## src/rtl/cv32e41s_obi_data_responder_pkg.sv

```systemverilog
// Shared types for the OBI data responder: response entry layout and default depth.
package cv32e41s_obi_data_responder_pkg;

    localparam int unsigned OBI_DEPTH_DEFAULT = 2;

    typedef struct packed {
        logic [31:0] rdata;
        logic        err;
        logic        we;
    } obi_resp_entry_t;

endpackage

```

## src/rtl/cv32e41s_obi_resp_fifo.sv

```systemverilog
// Response FIFO for the OBI data responder; holds responses while the initiator stalls.
module cv32e41s_obi_resp_fifo
    import cv32e41s_obi_data_responder_pkg::*;
#(
    parameter int unsigned DEPTH = OBI_DEPTH_DEFAULT
) (
    input  logic            clk,
    input  logic            rst_n,
    input  logic            push,
    input  obi_resp_entry_t push_data,
    input  logic            pop,
    output obi_resp_entry_t pop_data,
    output logic            empty,
    output logic            full
);

    localparam int unsigned PTR_W = (DEPTH > 1) ? $clog2(DEPTH) : 1;
    localparam int unsigned CNT_W = $clog2(DEPTH + 1);
    localparam logic [PTR_W-1:0] LAST_PTR = PTR_W'(DEPTH - 1);

    obi_resp_entry_t  mem_q [DEPTH];
    logic [PTR_W-1:0] wptr_q, rptr_q;
    logic [CNT_W-1:0] count_q;

    // Pointers wrap modulo DEPTH so non-power-of-two depths work.
    function automatic logic [PTR_W-1:0] wrap_inc(input logic [PTR_W-1:0] ptr);
        return (ptr == LAST_PTR) ? '0 : ptr + 1'b1;
    endfunction

    always_ff @(posedge clk or negedge rst_n) begin
        if (!rst_n) begin
            wptr_q  <= '0;
            rptr_q  <= '0;
            count_q <= '0;
        end else begin
            if (push) wptr_q <= wrap_inc(wptr_q);
            if (pop)  rptr_q <= wrap_inc(rptr_q);
            count_q <= count_q + CNT_W'(push) - CNT_W'(pop);
        end
    end

    always_ff @(posedge clk) begin
        if (push) mem_q[wptr_q] <= push_data;
    end

    assign pop_data = mem_q[rptr_q];
    assign empty    = (count_q == '0);
    assign full     = (count_q == CNT_W'(DEPTH));

endmodule

```

## src/rtl/cv32e41s_obi_data_responder.sv

```systemverilog
// OBI data-interface responder: serves requests from a 1-cycle-latency SRAM and returns
// in-order responses, buffering them while stall_i is high; flags unstable requests.
module cv32e41s_obi_data_responder
    import cv32e41s_obi_data_responder_pkg::*;
#(
    parameter int unsigned DEPTH     = OBI_DEPTH_DEFAULT,
    parameter logic [31:0] MEM_BASE  = 32'h0000_0000,
    parameter int unsigned MEM_WORDS = 1024
) (
    input  logic                         clk,
    input  logic                         rst_n,
    input  logic                         req_i,
    output logic                         gnt_o,
    input  logic [31:0]                  addr_i,
    input  logic                         we_i,
    input  logic [3:0]                   be_i,
    input  logic [31:0]                  wdata_i,
    output logic                         rvalid_o,
    output logic [31:0]                  rdata_o,
    output logic                         err_o,
    input  logic                         stall_i,
    output logic                         mem_req_o,
    output logic                         mem_we_o,
    output logic [$clog2(MEM_WORDS)-1:0] mem_addr_o,
    output logic [3:0]                   mem_be_o,
    output logic [31:0]                  mem_wdata_o,
    input  logic [31:0]                  mem_rdata_i,
    output logic                         busy_o,
    output logic                         protocol_err_o
);

    localparam int unsigned CNT_W = $clog2(DEPTH + 1);

    logic [CNT_W-1:0] outstanding_q, outstanding_d;
    logic             accept, addr_err;
    logic [30:0]      word_diff;
    logic             cap_valid_q, cap_we_q, cap_err_q;
    obi_resp_entry_t  cap_entry, head_entry, resp_entry;
    logic             fifo_push, fifo_pop, fifo_empty, fifo_full;
    logic             req_q, we_q;
    logic [31:0]      addr_q, wdata_q;
    logic [3:0]       be_q;

    assign gnt_o  = req_i && (outstanding_q < CNT_W'(DEPTH));
    assign accept = req_i && gnt_o;

    // Word-granular offset; the extra top bit catches addresses below MEM_BASE.
    assign word_diff = {1'b0, addr_i[31:2]} - {1'b0, MEM_BASE[31:2]};
    assign addr_err  = word_diff[30] || (word_diff[29:0] >= 30'(MEM_WORDS))
                       || (addr_i[1:0] != 2'b00);

    assign mem_req_o   = accept && !addr_err;
    assign mem_we_o    = we_i;
    assign mem_addr_o  = word_diff[$clog2(MEM_WORDS)-1:0];
    assign mem_be_o    = be_i;
    assign mem_wdata_o = wdata_i;

    always_comb begin
        cap_entry.rdata = (!cap_we_q && !cap_err_q) ? mem_rdata_i : '0;
        cap_entry.err   = cap_err_q;
        cap_entry.we    = cap_we_q;
    end

    // Capture entry bypasses the FIFO only when nothing older is waiting.
    assign rvalid_o   = !stall_i && (cap_valid_q || !fifo_empty);
    assign fifo_push  = cap_valid_q && !(fifo_empty && !stall_i);
    assign fifo_pop   = rvalid_o && !fifo_empty;
    assign resp_entry = fifo_empty ? cap_entry : head_entry;
    assign rdata_o    = (rvalid_o && !resp_entry.we) ? resp_entry.rdata : '0;
    assign err_o      = rvalid_o && resp_entry.err;

    assign outstanding_d = outstanding_q + CNT_W'(accept) - CNT_W'(rvalid_o);
    assign busy_o        = (outstanding_q != '0) || cap_valid_q;

    assign protocol_err_o = req_q && (!req_i || (addr_i != addr_q) || (we_i != we_q)
                                      || (be_i != be_q) || (wdata_i != wdata_q));

    always_ff @(posedge clk or negedge rst_n) begin
        if (!rst_n) begin
            outstanding_q <= '0;
            cap_valid_q   <= 1'b0;
            cap_we_q      <= 1'b0;
            cap_err_q     <= 1'b0;
            req_q         <= 1'b0;
            we_q          <= 1'b0;
            addr_q        <= '0;
            be_q          <= '0;
            wdata_q       <= '0;
        end else begin
            outstanding_q <= outstanding_d;
            cap_valid_q   <= accept;
            cap_we_q      <= we_i;
            cap_err_q     <= addr_err;
            req_q         <= req_i && !gnt_o;
            if (req_i && !gnt_o) begin
                we_q    <= we_i;
                addr_q  <= addr_i;
                be_q    <= be_i;
                wdata_q <= wdata_i;
            end
        end
    end

    cv32e41s_obi_resp_fifo #(
        .DEPTH(DEPTH)
    ) u_fifo (
        .clk      (clk),
        .rst_n    (rst_n),
        .push     (fifo_push),
        .push_data(cap_entry),
        .pop      (fifo_pop),
        .pop_data (head_entry),
        .empty    (fifo_empty),
        .full     (fifo_full)
    );

endmodule

```

## config.mk

```make
export PLATFORM = sky130hd
export DESIGN_NAME = cv32e41s_obi_data_responder
export DESIGN_NICKNAME = d
export VERILOG_FILES = /design/src/rtl/cv32e41s_obi_data_responder_pkg.sv /design/src/rtl/cv32e41s_obi_resp_fifo.sv /design/src/rtl/cv32e41s_obi_data_responder.sv
export SDC_FILE = /design/constraint.sdc
export NUM_CORES = 1
export LEC_CHECK = 0
export BUFFER_PORTS_ARGS = -buffer_cell sky130_fd_sc_hd__buf_2
export CAP_MARGIN = 25
export CORE_MARGIN = 2
export CORE_UTILIZATION = 30
export DETAILED_ROUTE_END_ITERATION = 7
export GPL_ROUTABILITY_DRIVEN = 1
export PLACE_DENSITY_LB_ADDON = 0.08
export RECOVER_POWER = 50
export SYNTH_ARGS = -nofsm -noshare
export SYNTH_HDL_FRONTEND = slang
export SYNTH_SLANG_ARGS = --single-unit
export TNS_END_PERCENT = 30
```

## constraint.sdc

```tcl
create_clock -name clk -period 6.6 [get_ports clk]
set_input_delay 0.33 -clock clk [delete_from_list [all_inputs] [get_ports clk]]
set_output_delay 0.33 -clock clk [all_outputs]
set_load 0.02 [all_outputs]
```

==> results of run 1 <==
==> cells in the mapped netlist, drive strengths merged, types with 13 or more instances <==
cell    number
dfrtp       79
edfxtp      68
buf         62
mux2        58
xnor2       46
nor2        42
and2        34
mux2i       34
a211oi      32
inv         18
xor2        17
nor4        13
o21ai       13
==> kinds of logic (layout without fill, tap and decap cells) <==
group / Yosys count / count (layout) / share of synthesized area
AO/OA/AOI/OAI: 58 / 58 / 0.0566
XOR/XNOR: 63 / 63 / 0.0765
adder cells (fa/ha/maj): 4 / 4 / 0.00694
buffers and inverters: 91 / 247 / 0.0738
flip-flops: 147 / 147 / 0.558
multiplexers: 92 / 92 / 0.138
other: 0 / 2 / 0
AND/OR/NAND/NOR: 125 / 125 / 0.0908
==> per-layer routing <==
layer  vias up  track usage  share of wire
met2       130        0.208           0.47
met3        14       0.0380          0.052
li1       2301            -              -
met5         -            0        0.00099
met1      2236        0.174           0.46
met4         2       0.0421          0.011
==> per-stage QoR <==
step	setup WS (ns)	area [sq um]	power, W
after floorplan	4.09	7210	0.00247
after global placement	3.63	8110	0.00276
after detailed placement	3.53	8170	0.00280
after CTS	3.17	8750	0.00373
after global routing	1.88	8720	0.00399
final	2.41	8730	0.00372
==> state kept, by name, summed over array words and instances (netlist names) <==
| signal | flops |
|---|---|
| req_q | 1 |
| wdata_q | 32 |
| u_fifo.count_q | 2 |
| addr_q | 32 |
| cap_err_q | 1 |
| u_fifo.mem_q | 68 |
| outstanding_q | 2 |
| we_q | 1 |
| u_fifo.wptr_q | 1 |
| cap_valid_q | 1 |
| cap_we_q | 1 |
| be_q | 4 |
| u_fifo.rptr_q | 1 |
==> path summary, 6_finish.rpt <==
| check | endpoint | slack [ns] | cells after the start |
|---|---|---|---|
| worst max register to register | addr_q[12] | 2.41 | 3 |
| worst min-delay path | cap_we_q | 0.14 | 1 |
| worst min register to register | outstanding_q[0] | 0.50 | 1 |
| worst max-delay path | addr_q[12] | 2.41 | 3 |
| max in group asynchronous | u_fifo.rptr_q | 5.06 | 3 |
| min in group asynchronous | addr_q[3] | 0.65 | 2 |
==> where the power goes <==
group / total (W) / leakage (nW) / internal, W / switching [W]
logic: 0.00132 / 1.73 / 0.000634 / 0.000689
registers: 0.00148 / 1.49 / 0.00131 / 0.000170
clock network: 0.000917 / 0.270 / 0.000499 / 0.000419
==> layout make-up <==
| cell class | count | share of cell area |
|---|---|---|
| Sequential cell | 147 | 0.461 |
| Multi-Input combinational cell | 342 | 0.305 |
| Timing Repair Buffer | 197 | 0.115 |
| Clock buffer | 17 | 0.0487 |
| Tap cell | 319 | 0.0457 |
| Clock inverter | 15 | 0.0169 |
| Inverter | 18 | 0.00774 |
| Antenna cell | 2 | 0.000573 |
==> results.txt, run 1 <==
----------------------------------------------------
[Status]
  Result of the run ... finished, violations left
  Failing checks ... capacitance limit, slew limit

[Global route]
  Total gr overflow ... 0
  Wire length of the first global-routing pass ... about 26,000 microns
  Via count of the first global-routing pass ... approximately 4,700
  Initial antenna violation count ... 3
  Total global-route track usage ... 0.132
  Maximum number of pins on one net before global-route repair ... 82

[Routing]
  DR DRC count ... 0
  Iter 0 DRT Violations ... between 200 and 250
  Average routed wire per standard cell ... about 15 microns
  Total iterations of the first detailed-routing run ... 4
  Routed vias/inst ... 4.43
  Antenna-violating nets left ... 0
  Vias ... 4,683
  Total length of routed wires ... 16,200 microns

[Synth]
  Largest area contributor in the synthesized netlist ... sky130_fd_sc_hd__edfxtp_1
  Yosys warns ... 0
  Number of enable-type register cells in the synthesized netlist ... 68
  Register bit count reported by yosys ... between 100 and 150
  Number of cells produced by synthesis ... a little under 600
  Async set or reset register ratio after synthesis ... 0.537
  Fraction of post-synthesis cell area in the top cell type by area ... 0.283
  Most area-consuming cells after synthesis ... sky130_fd_sc_hd__edfxtp_1 28%, sky130_fd_sc_hd__dfrtp_1 27%, sky130_fd_sc_hd__mux2_2 9.1%
  Proportion of synthesized chip area in sequential cells ... 0.558
  Cell area after technology mapping ... ~7200 sq um
  Mean post-synth cell area ... 12.4 sq um
  Distinct cell type count after synthesis ... 36
  Ys flop type ... sky130_fd_sc_hd__dfrtp_1
  Nets in the synthesized netlist ... 689

[Job]
  Max-cap check violation count ... 2

[Final layout]
  Leading cell type in the layout, fill and taps excluded ... sky130_fd_sc_hd__buf_2
  FF/Latch Area ... 4020 sq um
  Area of the multi-input gates ... around 2700 sq um
  Count of non-filler cells in the finished layout ... roughly 1,100
  Area growth from synthesis to layout ... 21.1%
  Nets@finish ... between 800 and 900
  Number of fill cells in the layout ... roughly 2,400
  Share of the core filled with cells ... 0.371
  Most frequent cells in the layout ... 140 x sky130_fd_sc_hd__buf_2, 78 x sky130_fd_sc_hd__dfrtp_1, 68 x sky130_fd_sc_hd__edfxtp_1
  Layout cell share with drive strength beyond 1 ... 0.325

[Timing]
  Crit path time final ... between 4 and 5 ns
  Clock tree skew after final layout ... around 0.0074 ns
  Final setup viols ... 0
  Hold Vio Cnt, Final ... 0
  Worst Hold Margin ... ~0.14 ns
  Actual slew at the worst max-slew pin ... between 3 and 4 ns
  Share of the cycle needed by the critical path after routing ... 0.635
  Maximum clock frequency ... 0.239 GHz
  Remaining max-slew budget at the tightest pin ... -1.47
  RSZ-0062 raised after global routing ... no
  Setup Total Neg Slack ... 0 ns
  Final-report max-slew violation count ... between 100 and 150

[Setup path]
  Crit path capture type ... register
  Setup crit start kind ... register
  Critical path, cell by cell ... and2_0, clkbuf_1, mux2_2
  CP max stage delay ... roughly 2.6 ns
  Maximum fanout along the worst path ... 71
  Launching instance or port of the critical path ... outstanding_q[1]
  CP Data Required Time ... roughly 7 ns
  Worst path top cell family by delay ... buffers and inverters
  Type of the worst setup path ... reg2reg
  Source of the worst register-to-register timing path ... outstanding_q[1]
  Buffer and inverter count on the worst path ... 1
  Slowest-stage cell, CP ... sky130_fd_sc_hd__clkbuf_1
  Arrival time of the worst setup path ... 4.49 ns

[Placement]
  Number of input and output port buffers inserted ... about 190
  Placed wire-length estimate ... approximately 12,000 microns
  Post-Place Cells ... roughly 1,000
  Routability-driven placement congestion ratio ... roughly 0.73

[Clock tree]
  Worst skew pair latency ... around 0.42 ns
  Clock Tree Root ... sky130_fd_sc_hd__clkbuf_16
  Max clock buf depth ... 2
  TritonCTS clock tree ... yes
  CTS sink cnt ... around 150
  Cts bufs inserted ... 17
  Buffers inserted during post-CTS setup optimization ... 0
  CTS HTree Levels ... 4
  Clock transition time at the flip-flop clock pins of the worst setup and hold paths ... 0.07 ns
  # hold bufs at CTS ... 1
  Number of gates given a new drive strength after cts ... 0

[Floorplan]
  Die Width ... approximately 160 microns
  Die area ... 25,300 sq um
  Initial Util ... 0.306
  Core ar. ... about 24,000 sq um
  # IOs ... 190
  Die height ... about 160 microns
  Number of placement rows ... 56

[Min path]
  Launch point of the worst hold path ... we_i
  Worst hold path type ... in2reg

[Pwr]
  Leakage power ... 3.49 nW
  Worst IR Drop VDD ... around 200 uV
  Total power density per cell area ... about 430 nW/um^2

----------------------------------------------------
No activity file was read; power rests on OpenSTA's default activity.
==> run 2, diff against run 1 <==
Clock period 6.6 ns to 4.3 ns, I/O delays scaled along.
==> run 2 against run 1 <==
  * The run still ends with capacitance limit, slew limit left
  * Global-route usage increased by 0.52 points
  * Setup slack got worse by 1.0 ns
  * Routed wire length increased by 4.6%
  * First-iteration DRC count increased by 4.1%
  * Sequential power increased by 54%
  * Combinational power increased by 52%
  * Via count increased by 2.2%
  * Critical endpoint is now rdata_o[1]
==> results.txt, run 2 (synthesis gave the netlist of run 1 again) <==
----------------------------------------------------
[Status]
  Result of the run ... finished, violations left
  Failing checks ... capacitance limit, slew limit

[Global route]
  Total global-route track usage ... 0.137 (+0.00517)
  Initial antenna violation count ... 2 (-1)
  Via count of the first global-routing pass ... 4,919 (+4.7%)
  Wire length of the first global-routing pass ... 27,000 microns (+4.4%)
  Total gr overflow ... 0 (unchanged)
  Maximum number of pins on one net before global-route repair ... 82 (unchanged)

[Final layout]
  Number of fill cells in the layout ... 2,375 (-0.63%)
  Count of non-filler cells in the finished layout ... 1,058 (+0.095%)
  Most frequent cells in the layout ... 140 x sky130_fd_sc_hd__buf_2, 78 x sky130_fd_sc_hd__dfrtp_1, 68 x sky130_fd_sc_hd__edfxtp_1
  Registers with the most flip-flops ... u_fifo.mem_q x68, addr_q x32, wdata_q x32
  Share of the core filled with cells ... 0.374 (+0.00356)
  Largest register FFs ... 68 (unchanged)
  Layout cell share with drive strength beyond 1 ... 0.328 (+0.00363)
  Nets@finish ... 833 (+0.12%)
  Area growth from synthesis to layout ... 22.3%
  Register bank with the most flops ... u_fifo.mem_q
  Leading cell type in the layout, fill and taps excluded ... sky130_fd_sc_hd__buf_2

[Clock tree]
  TritonCTS clock tree ... yes
  Clock transition time at the flip-flop clock pins of the worst setup and hold paths ... 0.06 ns (about the same)
  Clock Tree Root ... sky130_fd_sc_hd__clkbuf_16
  CTS HTree Levels ... 4 (unchanged)
  CTS sink cnt ... 147 (unchanged)
  Worst skew pair latency ... 0.41 ns (about the same)
  Cts bufs inserted ... 17 (unchanged)
  Buffers inserted during post-CTS setup optimization ... 0 (unchanged)
  Max clock buf depth ... 2 (unchanged)
  Number of gates given a new drive strength after cts ... 0 (unchanged)

[Timing]
  Final-report max-slew violation count ... 105 (-1.9%)
  Clock tree skew after final layout ... 0.00671 ns (-0.000699 ns)
  Crit path time final ... ~2.9 ns
  Setup Total Neg Slack ... 0 ns (unchanged)
  Share of the cycle needed by the critical path after routing ... 0.673
  RSZ-0062 raised after global routing ... no
  Final setup viols ... 0 (unchanged)
  Remaining max-slew budget at the tightest pin ... -0.197 (+1.28)
  Maximum clock frequency ... roughly 0.35 GHz
  Actual slew at the worst max-slew pin ... 1.80 ns (-1.91 ns)
  Hold Vio Cnt, Final ... 0 (unchanged)

[Placement]
  Post-Place Cells ... 1,021 (+0.29%)
  Routability-driven placement congestion ratio ... 0.707 (-3.5%)
  Placed wire-length estimate ... 11,800 microns (+2.3%)
  Number of input and output port buffers inserted ... 189 (unchanged)

[Floorplan]
  Initial Util ... 0.306 (unchanged)
  Die height ... 159 microns (unchanged)
  Number of placement rows ... 56 (unchanged)
  # IOs ... 190 (unchanged)
  Die area ... 25,300 sq um (unchanged)
  Core ar. ... 23,500 sq um (unchanged)
  Die Width ... 159 microns (unchanged)

[Routing]
  Antenna-violating nets left ... 0 (unchanged)
  Vias ... 4,784 (+2.2%)
  DR DRC count ... 0 (unchanged)
  Routed vias/inst ... 4.52 (+2.1%)
  Total length of routed wires ... 16,900 microns (+4.6%)
  Total iterations of the first detailed-routing run ... 4 (unchanged)
  Iter 0 DRT Violations ... 228 (+4.1%)
  Average routed wire per standard cell ... 16.0 microns (+4.5%)

[Setup path]
  Source of the worst register-to-register timing path ... outstanding_q[1]
  Launching instance or port of the critical path ... cap_we_q
  Setup crit start kind ... register
  CP Data Required Time ... 4.09 ns (-2.81 ns)
  Reg-to-reg setup timing slack ... 1.58 ns (-0.83 ns)
  Setup crit end ... rdata_o[1]
  Reg-to-Reg End ... wdata_q[5]
  FF-to-FF path depth ... 3 (unchanged)
  Maximum fanout along the worst path ... 18 (-75%)
  Type of the worst setup path ... reg2out
  Arrival time of the worst setup path ... 2.68 ns (-1.81 ns)
  Crit path capture type ... output port

[Pwr]
  Worst IR Drop VDD ... 250 uV (+27%)
  Leakage power ... 3.55 nW (+1.7%)
  Total power density per cell area ... 679 nW/um^2 (+59%)

[Job]
  Max-cap check violation count ... 2 (unchanged)

[Min path]
  Worst hold path type ... in2reg

----------------------------------------------------
run 2: cell types whose count changed in the layout (fill, tap and decap cells not counted), sizes merged:
| cell | previous run | this run |
|---|---|---|
| buf | 144 | 145 |
| clkinv | 6 | 4 |
| clkinvlp | 3 | 2 |
| inv | 24 | 21 |
| bufinv | 0 | 6 |
| dlygate4sd3 | 1 | 2 |
| clkbuf | 69 | 68 |
run 2: critical path, stage by stage, from the launching register on:
cell and delay [ns]:
sky130_fd_sc_hd__dfrtp_1 0.40, sky130_fd_sc_hd__nor2_1 0.84, sky130_fd_sc_hd__buf_8 0.25, sky130_fd_sc_hd__and2_1 0.19
sky130_fd_sc_hd__nor2_1 0.05, sky130_fd_sc_hd__a211oi_1 0.30, sky130_fd_sc_hd__buf_2 0.23
run 2: timing repair:
| item | CTS | global route |
|---|---|---|
| hold buffers | 2 | 0 |
| endpoints found under the setup margin | 0 | 0 |
| hold endpoints to repair | 29 | 0 |
run 2: per-layer routing:
layer / vias up / track usage / routed length [microns]
met5: - / 0 / 0
met4: 0 / 0.0446 / 240
li1: 2303 / - / -
met1: 2340 / 0.176 / 7580
met3: 17 / 0.0344 / 809
met2: 124 / 0.226 / 8310
run 2: how the worst min path moves through the flow:
stage / start / end / slack, ns / cells past startpoint
2_1_floorplan: rst_n / addr_q[0] / -0.08 / 0
3_3_place_gp: we_i / cap_we_q / 0.43 / 1
3_5_place_dp: rst_n / wdata_q[27] / 0.19 / 1
4_1_cts: be_i[3] / be_q[3] / 0.04 / 3
5_1_grt: be_i[0] / be_q[0] / 0.05 / 2
6_report: be_i[3] / be_q[3] / 0.06 / 3
run 2: cell type report:
class	count	area (sq um)	area share
multi-input cells	342	2660	0.302
clock buffers	17	425	0.0483
inverters	18	67.6	0.00767
flip-flops and latches	147	4020	0.456
repair buffers	198	980	0.111
clock inverters	15	253	0.0287
well taps	319	399	0.0453
diodes	2	5.00	0.000568
run 2: power by group:
| group | switching (W) | total, W | internal [W] |
|---|---|---|---|
| registers | 0.000263 | 0.00228 | 0.00202 |
| logic | 0.00108 | 0.00200 | 0.000915 |
| clock network | 0.000615 | 0.00171 | 0.00110 |
| total | 0.00196 | 0.00598 | 0.00403 |
run 2: per-stage QoR:
step | instance area [sq um] | setup WS [ns] | hold WS (ns) | power (W)
after detailed placement | 8200 | 1.77 | 0.186 | 0.00434
after CTS | 8900 | 1.66 | 0.0360 | 0.00608
final | 8810 | 1.40 | 0.0557 | 0.00598
after global routing | 8810 | 0.854 | 0.0528 | 0.00637
after floorplan | 7210 | 1.79 | -0.0806 | 0.00378
after global placement | 8130 | 1.73 | 0.427 | 0.00426
